[src/rtl/current_pkg.sv]
// Shared types and frame geometry for the current ADC reader and the current monitor.
package current_pkg;

    localparam int unsigned FRAME_BITS     = 16;
    localparam int unsigned LEAD_ZERO_BITS = 4;
    localparam int unsigned DATA_BITS      = 12;

    typedef enum logic [2:0] {
        IDLE,
        CS_SETUP,
        SHIFT,
        CS_HOLD,
        DONE
    } adc_state_e;

    // A frame is good only when its leading bits are all zero.
    function automatic logic lead_ok(logic [FRAME_BITS-1:0] word);
        return word[FRAME_BITS-1 -: LEAD_ZERO_BITS] == '0;
    endfunction

endpackage

[src/rtl/current_adc_reader_if.sv]
// SPI-style bus between the reader (master) and the ADC (slave).
interface current_adc_reader_if;

    logic adc_miso;
    logic adc_cs_n;
    logic adc_sclk;

    modport master (
        input  adc_miso,
        output adc_cs_n,
        output adc_sclk
    );

    modport slave (
        output adc_miso,
        input  adc_cs_n,
        input  adc_sclk
    );

endinterface

[src/rtl/adc_clk_div.sv]
// Half-period tick generator: tick_o is high on the last cycle of every CLK_DIV-cycle window.
module adc_clk_div #(
    parameter int unsigned CLK_DIV = 25
) (
    input  logic clk,
    input  logic rst,
    input  logic clr_i,
    output logic tick_o
);

    localparam logic [7:0] LastCnt = 8'(CLK_DIV - 1);

    logic [7:0] cnt_q;
    logic [7:0] cnt_d;

    // Wrap at the end of the window; clr_i realigns the window to a frame start.
    always_comb begin
        cnt_d = cnt_q + 8'd1;
        if (cnt_q == LastCnt) begin
            cnt_d = '0;
        end
        if (clr_i) begin
            cnt_d = '0;
        end
    end

    // Divider counter register.
    always_ff @(posedge clk) begin
        if (rst) begin
            cnt_q <= '0;
        end else begin
            cnt_q <= cnt_d;
        end
    end

    assign tick_o = (cnt_q == LastCnt);

endmodule

[src/rtl/current_adc_reader.sv]
// Periodic 16-bit serial ADC reader: frames of 4 leading zeros + 12 data bits, MSB first.
module current_adc_reader
    import current_pkg::*;
#(
    parameter int unsigned CLK_DIV       = 25,
    parameter int unsigned SAMPLE_PERIOD = 2000
) (
    input  logic                       clk,
    input  logic                       rst,
    input  logic                       en,
    current_adc_reader_if.master       adc,
    output logic [DATA_BITS-1:0]       current_b_out,
    output logic                       sample_valid,
    output logic                       frame_err,
    output logic                       busy
);

    if (CLK_DIV < 4 || CLK_DIV > 255) begin : g_bad_clk_div
        $error("CLK_DIV must be in 4..255");
    end
    if (SAMPLE_PERIOD < 34 * CLK_DIV + 2) begin : g_bad_period
        $error("SAMPLE_PERIOD must be at least 34*CLK_DIV+2");
    end

    localparam int unsigned PerW    = (SAMPLE_PERIOD > 1) ? $clog2(SAMPLE_PERIOD) : 1;
    localparam logic [PerW-1:0] LastPer  = PerW'(SAMPLE_PERIOD - 1);
    localparam logic [4:0]      LastHalf = 5'(2 * FRAME_BITS - 1);

    logic                  miso_meta_q;
    logic                  miso_sync_q;
    logic [PerW-1:0]       period_q, period_d;
    adc_state_e            state_q, state_d;
    logic [4:0]            half_q, half_d;
    logic [FRAME_BITS-1:0] shreg_q, shreg_d;
    logic                  cs_n_q, cs_n_d;
    logic                  sclk_q, sclk_d;
    logic [DATA_BITS-1:0]  current_q, current_d;
    logic                  valid_q, valid_d;
    logic                  err_q, err_d;
    logic                  frame_start;
    logic                  tick;

    assign frame_start = en && (period_q == '0) && (state_q == IDLE);

    adc_clk_div #(
        .CLK_DIV (CLK_DIV)
    ) u_clk_div (
        .clk    (clk),
        .rst    (rst),
        .clr_i  (frame_start),
        .tick_o (tick)
    );

    // Two-flop synchronizer for the asynchronous MISO line.
    always_ff @(posedge clk) begin
        if (rst) begin
            miso_meta_q <= 1'b0;
            miso_sync_q <= 1'b0;
        end else begin
            miso_meta_q <= adc.adc_miso;
            miso_sync_q <= miso_meta_q;
        end
    end

    // Period counter runs only while enabled and parks at zero otherwise.
    always_comb begin
        period_d = '0;
        if (en) begin
            period_d = (period_q == LastPer) ? '0 : period_q + 1'b1;
        end
    end

    // Frame sequencing; half_q counts SCLK half-periods, even = high phase.
    always_comb begin
        state_d = state_q;
        half_d  = half_q;
        shreg_d = shreg_q;
        unique case (state_q)
            IDLE: begin
                if (frame_start) begin
                    state_d = CS_SETUP;
                    half_d  = '0;
                    shreg_d = '0;
                end
            end
            CS_SETUP: begin
                if (tick) begin
                    state_d = SHIFT;
                    half_d  = '0;
                end
            end
            SHIFT: begin
                if (tick) begin
                    if (!half_q[0]) begin
                        shreg_d = {shreg_q[FRAME_BITS-2:0], miso_sync_q};
                    end
                    if (half_q == LastHalf) begin
                        state_d = CS_HOLD;
                    end else begin
                        half_d = half_q + 5'd1;
                    end
                end
            end
            CS_HOLD: begin
                if (tick) begin
                    state_d = DONE;
                end
            end
            DONE: begin
                state_d = IDLE;
            end
            default: begin
                state_d = IDLE;
            end
        endcase
    end

    // Outputs decoded from the next state so the pins are registered and glitch-free.
    always_comb begin
        cs_n_d    = (state_d == IDLE) || (state_d == DONE);
        sclk_d    = (state_d == SHIFT) && !half_d[0];
        valid_d   = (state_q == DONE) && lead_ok(shreg_q);
        err_d     = (state_q == DONE) && !lead_ok(shreg_q);
        current_d = valid_d ? shreg_q[DATA_BITS-1:0] : current_q;
    end

    // State and output registers.
    always_ff @(posedge clk) begin
        if (rst) begin
            period_q  <= '0;
            state_q   <= IDLE;
            half_q    <= '0;
            shreg_q   <= '0;
            cs_n_q    <= 1'b1;
            sclk_q    <= 1'b0;
            current_q <= '0;
            valid_q   <= 1'b0;
            err_q     <= 1'b0;
        end else begin
            period_q  <= period_d;
            state_q   <= state_d;
            half_q    <= half_d;
            shreg_q   <= shreg_d;
            cs_n_q    <= cs_n_d;
            sclk_q    <= sclk_d;
            current_q <= current_d;
            valid_q   <= valid_d;
            err_q     <= err_d;
        end
    end

    assign adc.adc_cs_n  = cs_n_q;
    assign adc.adc_sclk  = sclk_q;
    assign busy          = ~cs_n_q;
    assign current_b_out = current_q;
    assign sample_valid  = valid_q;
    assign frame_err     = err_q;

endmodule

[src/flat_wrapper.sv]
// flat-port wrapper written by rule: the top's interface ports become plain ports
module current_adc_reader_flat import current_pkg::*;
#(
    parameter int unsigned CLK_DIV       = 25,
    parameter int unsigned SAMPLE_PERIOD = 2000
)
  (clk, rst, en, current_b_out, sample_valid, frame_err, busy, adc_adc_miso, adc_adc_cs_n, adc_adc_sclk);
  current_adc_reader_if adc_i ();
  input  logic clk;
  input  logic rst;
  input  logic en;
  output logic [DATA_BITS-1:0] current_b_out;
  output logic sample_valid;
  output logic frame_err;
  output logic busy;
  input wire logic [$bits(adc_i.adc_miso)-1:0] adc_adc_miso;
  output wire logic [$bits(adc_i.adc_cs_n)-1:0] adc_adc_cs_n;
  output wire logic [$bits(adc_i.adc_sclk)-1:0] adc_adc_sclk;
  assign adc_i.adc_miso = adc_adc_miso;
  assign adc_adc_cs_n = adc_i.adc_cs_n;
  assign adc_adc_sclk = adc_i.adc_sclk;
  current_adc_reader #(.CLK_DIV(CLK_DIV), .SAMPLE_PERIOD(SAMPLE_PERIOD)) u_core (.clk(clk), .rst(rst), .en(en), .adc(adc_i), .current_b_out(current_b_out), .sample_valid(sample_valid), .frame_err(frame_err), .busy(busy));
endmodule
[config.mk]
export PLATFORM = sky130hd
export DESIGN_NAME = current_adc_reader_flat
export DESIGN_NICKNAME = d
export VERILOG_FILES = /design/src/rtl/current_pkg.sv /design/src/rtl/current_adc_reader_if.sv /design/src/rtl/adc_clk_div.sv /design/src/rtl/current_adc_reader.sv /design/src/flat_wrapper.sv
export SDC_FILE = /design/constraint.sdc
export NUM_CORES = 1
export LEC_CHECK = 0
export BUFFER_PORTS_ARGS = -buffer_cell sky130_fd_sc_hd__buf_4
export CAP_MARGIN = 20
export CORE_MARGIN = 2
export CORE_UTILIZATION = 62
export DETAILED_ROUTE_END_ITERATION = 7
export PLACE_DENSITY = 0.82
export SETUP_SLACK_MARGIN = 0.15
export SYNTH_ARGS = -nofsm -noshare
export SYNTH_HDL_FRONTEND = slang
export SYNTH_SLANG_ARGS = --single-unit
[constraint.sdc]
create_clock -name clk -period 3 [get_ports clk]
set_input_delay 0.6 -clock clk [delete_from_list [all_inputs] [get_ports clk]]
set_output_delay 0.6 -clock clk [all_outputs]
set_load 0.01 [all_outputs]
==> metrics <==
CTS tree done; Vias between 1500 and 2000; R2R cell count 8; H-tree depth 3; grt ovf 0; total power 1.67 mW; Worst R2R End u_core.half_q[3]; drt first pass iters 4; Clock Latency Late Sink 330 ps; final hold vios 0; DP HPWL between 2 and 3 mm; Synth warnings 0; CP Class flip-flop to flip-flop; leakage 1.23 nW; Site Rows 22; required time of the critical path 3220 ps; total track usage 22.0%; Clock Path Buffers 2; worst slew pin tran 824 ps; die width 66.8 µm; Post-synth EDFFs 0; dominant cells by area after synthesis dfxtp_1, a22o_1, nor2_1; max_slew headroom approximately 45%; Seq/Total Area, Yosys 49.9%; Synth async-reset ratio 0%; top cell type's share of synthesized area 49.9%; Routed Antenna Nets 0; die area 4460 µm²; global-route wire length before repair 7.21 mm; initial drt markers just under 100; vias in the first global route 1590; post-CTS setup buffers 0; GP Congestion ~0.75; Design Area, Final ~2800 µm²; number of distinct library cells after synthesis 40; DRC violations left 0; Mapped Avg Cell Area around 10 µm²; worst hold margin between 400 and 500 ps; most common cell in the netlist dfxtp_1; initial antenna violation count 0; status finished, final reports clean; Root Buffer clkbuf_8; max-slew violation count 0; crit path max fanout 6; post-cts resize count 0; CP Capture Type flip-flop; CTS clk-pin slew, worst paths 60 ps; synth cell count leaders dfxtp_1, nor2_1, a22o_1; DR vias/cell approximately 5.7; crit path launch type flip-flop; R2R Path Start u_core.half_q[0]; pin count of the biggest net entering global routing 25; Post-Syn Instances 243; RSZ-0062 raised after global routing no; Die Ht 66.8 µm; fin crit share 73.1%; Nets 275; setup tns final 0 ps; pre-CTS setup slack slightly above 800 ps; core area 3720 µm²; Worst EP arrival 2410 ps; clk sink count 61; initial core utilization 65.8%; WHS Endpoint u_core.miso_sync_q; area post-placement 2610 µm²; antenna fix cells 0; PortBufs 20; area grow syn2layout 15.2%; Routed WL 4.29 mm; layout cells sized above 1 15.2%; max-cap violations 0; Worst Hold Depth 1; hold_buf cts 0; HP Class flip-flop to flip-flop; Fillers 268; final setup vio count 0; total CTS buffers 9; Final WS setup between 800 and 900 ps; Tmin final 2190 ps; pwr dens 591 nW/µm²; clk_skew between 6 and 7 ps; mapped cell area 2450 µm²; Most used DFF post-synth dfxtp_1; register bit total from synthesis 61; synthesized net count between 200 and 300; flop2flop setup slack 810 ps; IO Pins 21; routed length per instance 13.5 µm; largest area contributor in the netlist dfxtp_1; Max rail drop VDD 373 µV; Hold Startpoint u_core.miso_meta_q; FMAX between 400 and 500 MHz
==> kinds of logic (layout without fill, tap and decap cells) <==
| family | Yosys count | count (layout) | share of synthesized area, % |
|---|---|---|---|
| buffers and inverters | 18 | 44 | 3.63 |
| flip-flops | 61 | 61 | 49.9 |
| multiplexers | 13 | 13 | 5.32 |
| AND/OR/NAND/NOR | 101 | 101 | 23.3 |
| XOR/XNOR | 16 | 16 | 5.73 |
| adder cells (fa/ha/maj) | 6 | 6 | 3.07 |
| AO/OA/AOI/OAI | 28 | 28 | 9.05 |
==> registers in the layout, summed over array words and instances (netlist names) <==
register,cells
u_core.state_q,3
u_core.current_b_out,12
u_core.adc.adc_cs_n,1
u_core.sample_valid,1
u_core.miso_meta_q,1
u_core.half_q,5
u_core.frame_err,1
u_core.u_clk_div.cnt_q,8
u_core.shreg_q,16
u_core.adc.adc_sclk,1
u_core.miso_sync_q,1
u_core.period_q,11
==> worst max path at each step <==
stage	startpoint	slack, ps	cells after the start	to
finish	u_core.half_q[0]	810	8	u_core.half_q[3]
global route	u_core.half_q[0]	600	8	u_core.half_q[3]
global placement	en	850	6	u_core.shreg_q[9]
floorplan	en	960	6	u_core.shreg_q[10]
detailed placement	en	820	6	u_core.shreg_q[0]
CTS	u_core.half_q[0]	810	8	u_core.half_q[3]
==> metrics by stage <==
stage          std cells  util (%)
2_1_floorplan        243         -
3_3_place_gp         302      70.1
3_5_place_dp         302      70.1
4_1_cts              317      75.8
5_1_grt              317      75.8
6_report             317      75.8
==> critical path, stage by stage, from the launching register on <==
cell and delay [ps]:
dfxtp_1 350, ha_1 230, and3_1 180, ha_1 210, nor3b_1 200, o211ai_1 100
a21oi_1 410, nor2_1 110, a211o_1 300
==> cell usage in the layout, fill, tap and decap left out, drive strengths merged, types with 4 or more instances in the layout <==
cell type	netlist	final
inv	8	8
nor2	38	38
xnor2	9	9
xor2	7	7
dfxtp	61	61
nand3	11	11
a22o	16	16
a21oi	6	6
nand2b	6	6
nor4b	4	4
ha	6	6
nor3	5	5
buf	6	21
clkbuf	4	10
nand2	6	6
nor4	4	4
and3	7	7
mux2i	13	13
==> metal layers <==
| metal | vias up | global-route usage, % | part of all wire, % | wire length [µm] |
|---|---|---|---|---|
| met5 | - | 0 | 0 | 0 |
| met4 | 0 | 9.95 | 0.75 | 32 |
| met3 | 5 | 8.11 | 5.9 | 252 |
| met2 | 48 | 33.0 | 46 | 1990 |
| met1 | 842 | 28.0 | 47 | 2020 |
| li1 | 898 | - | - | - |
==> where the power goes <==
group / switching (mW) / internal [mW] / leakage [nW]
clock: 0.298 / 0.481 / 0.112
sequential: 0.00842 / 0.818 / 0.493
combinational: 0.0354 / 0.0241 / 0.627
==> final cells by class <==
class / instances / area [µm²] / area share (%)
Multi-Input combinational cell: 164 / 1140 / 40.3
Clock inverter: 5 / 75.1 / 2.66
Timing Repair Buffer: 21 / 158 / 5.60
Clock buffer: 10 / 138 / 4.88
Sequential cell: 61 / 1220 / 43.3
Inverter: 8 / 30.0 / 1.07
Tap cell: 48 / 60.1 / 2.13
(Power assumes the default switching activity.)
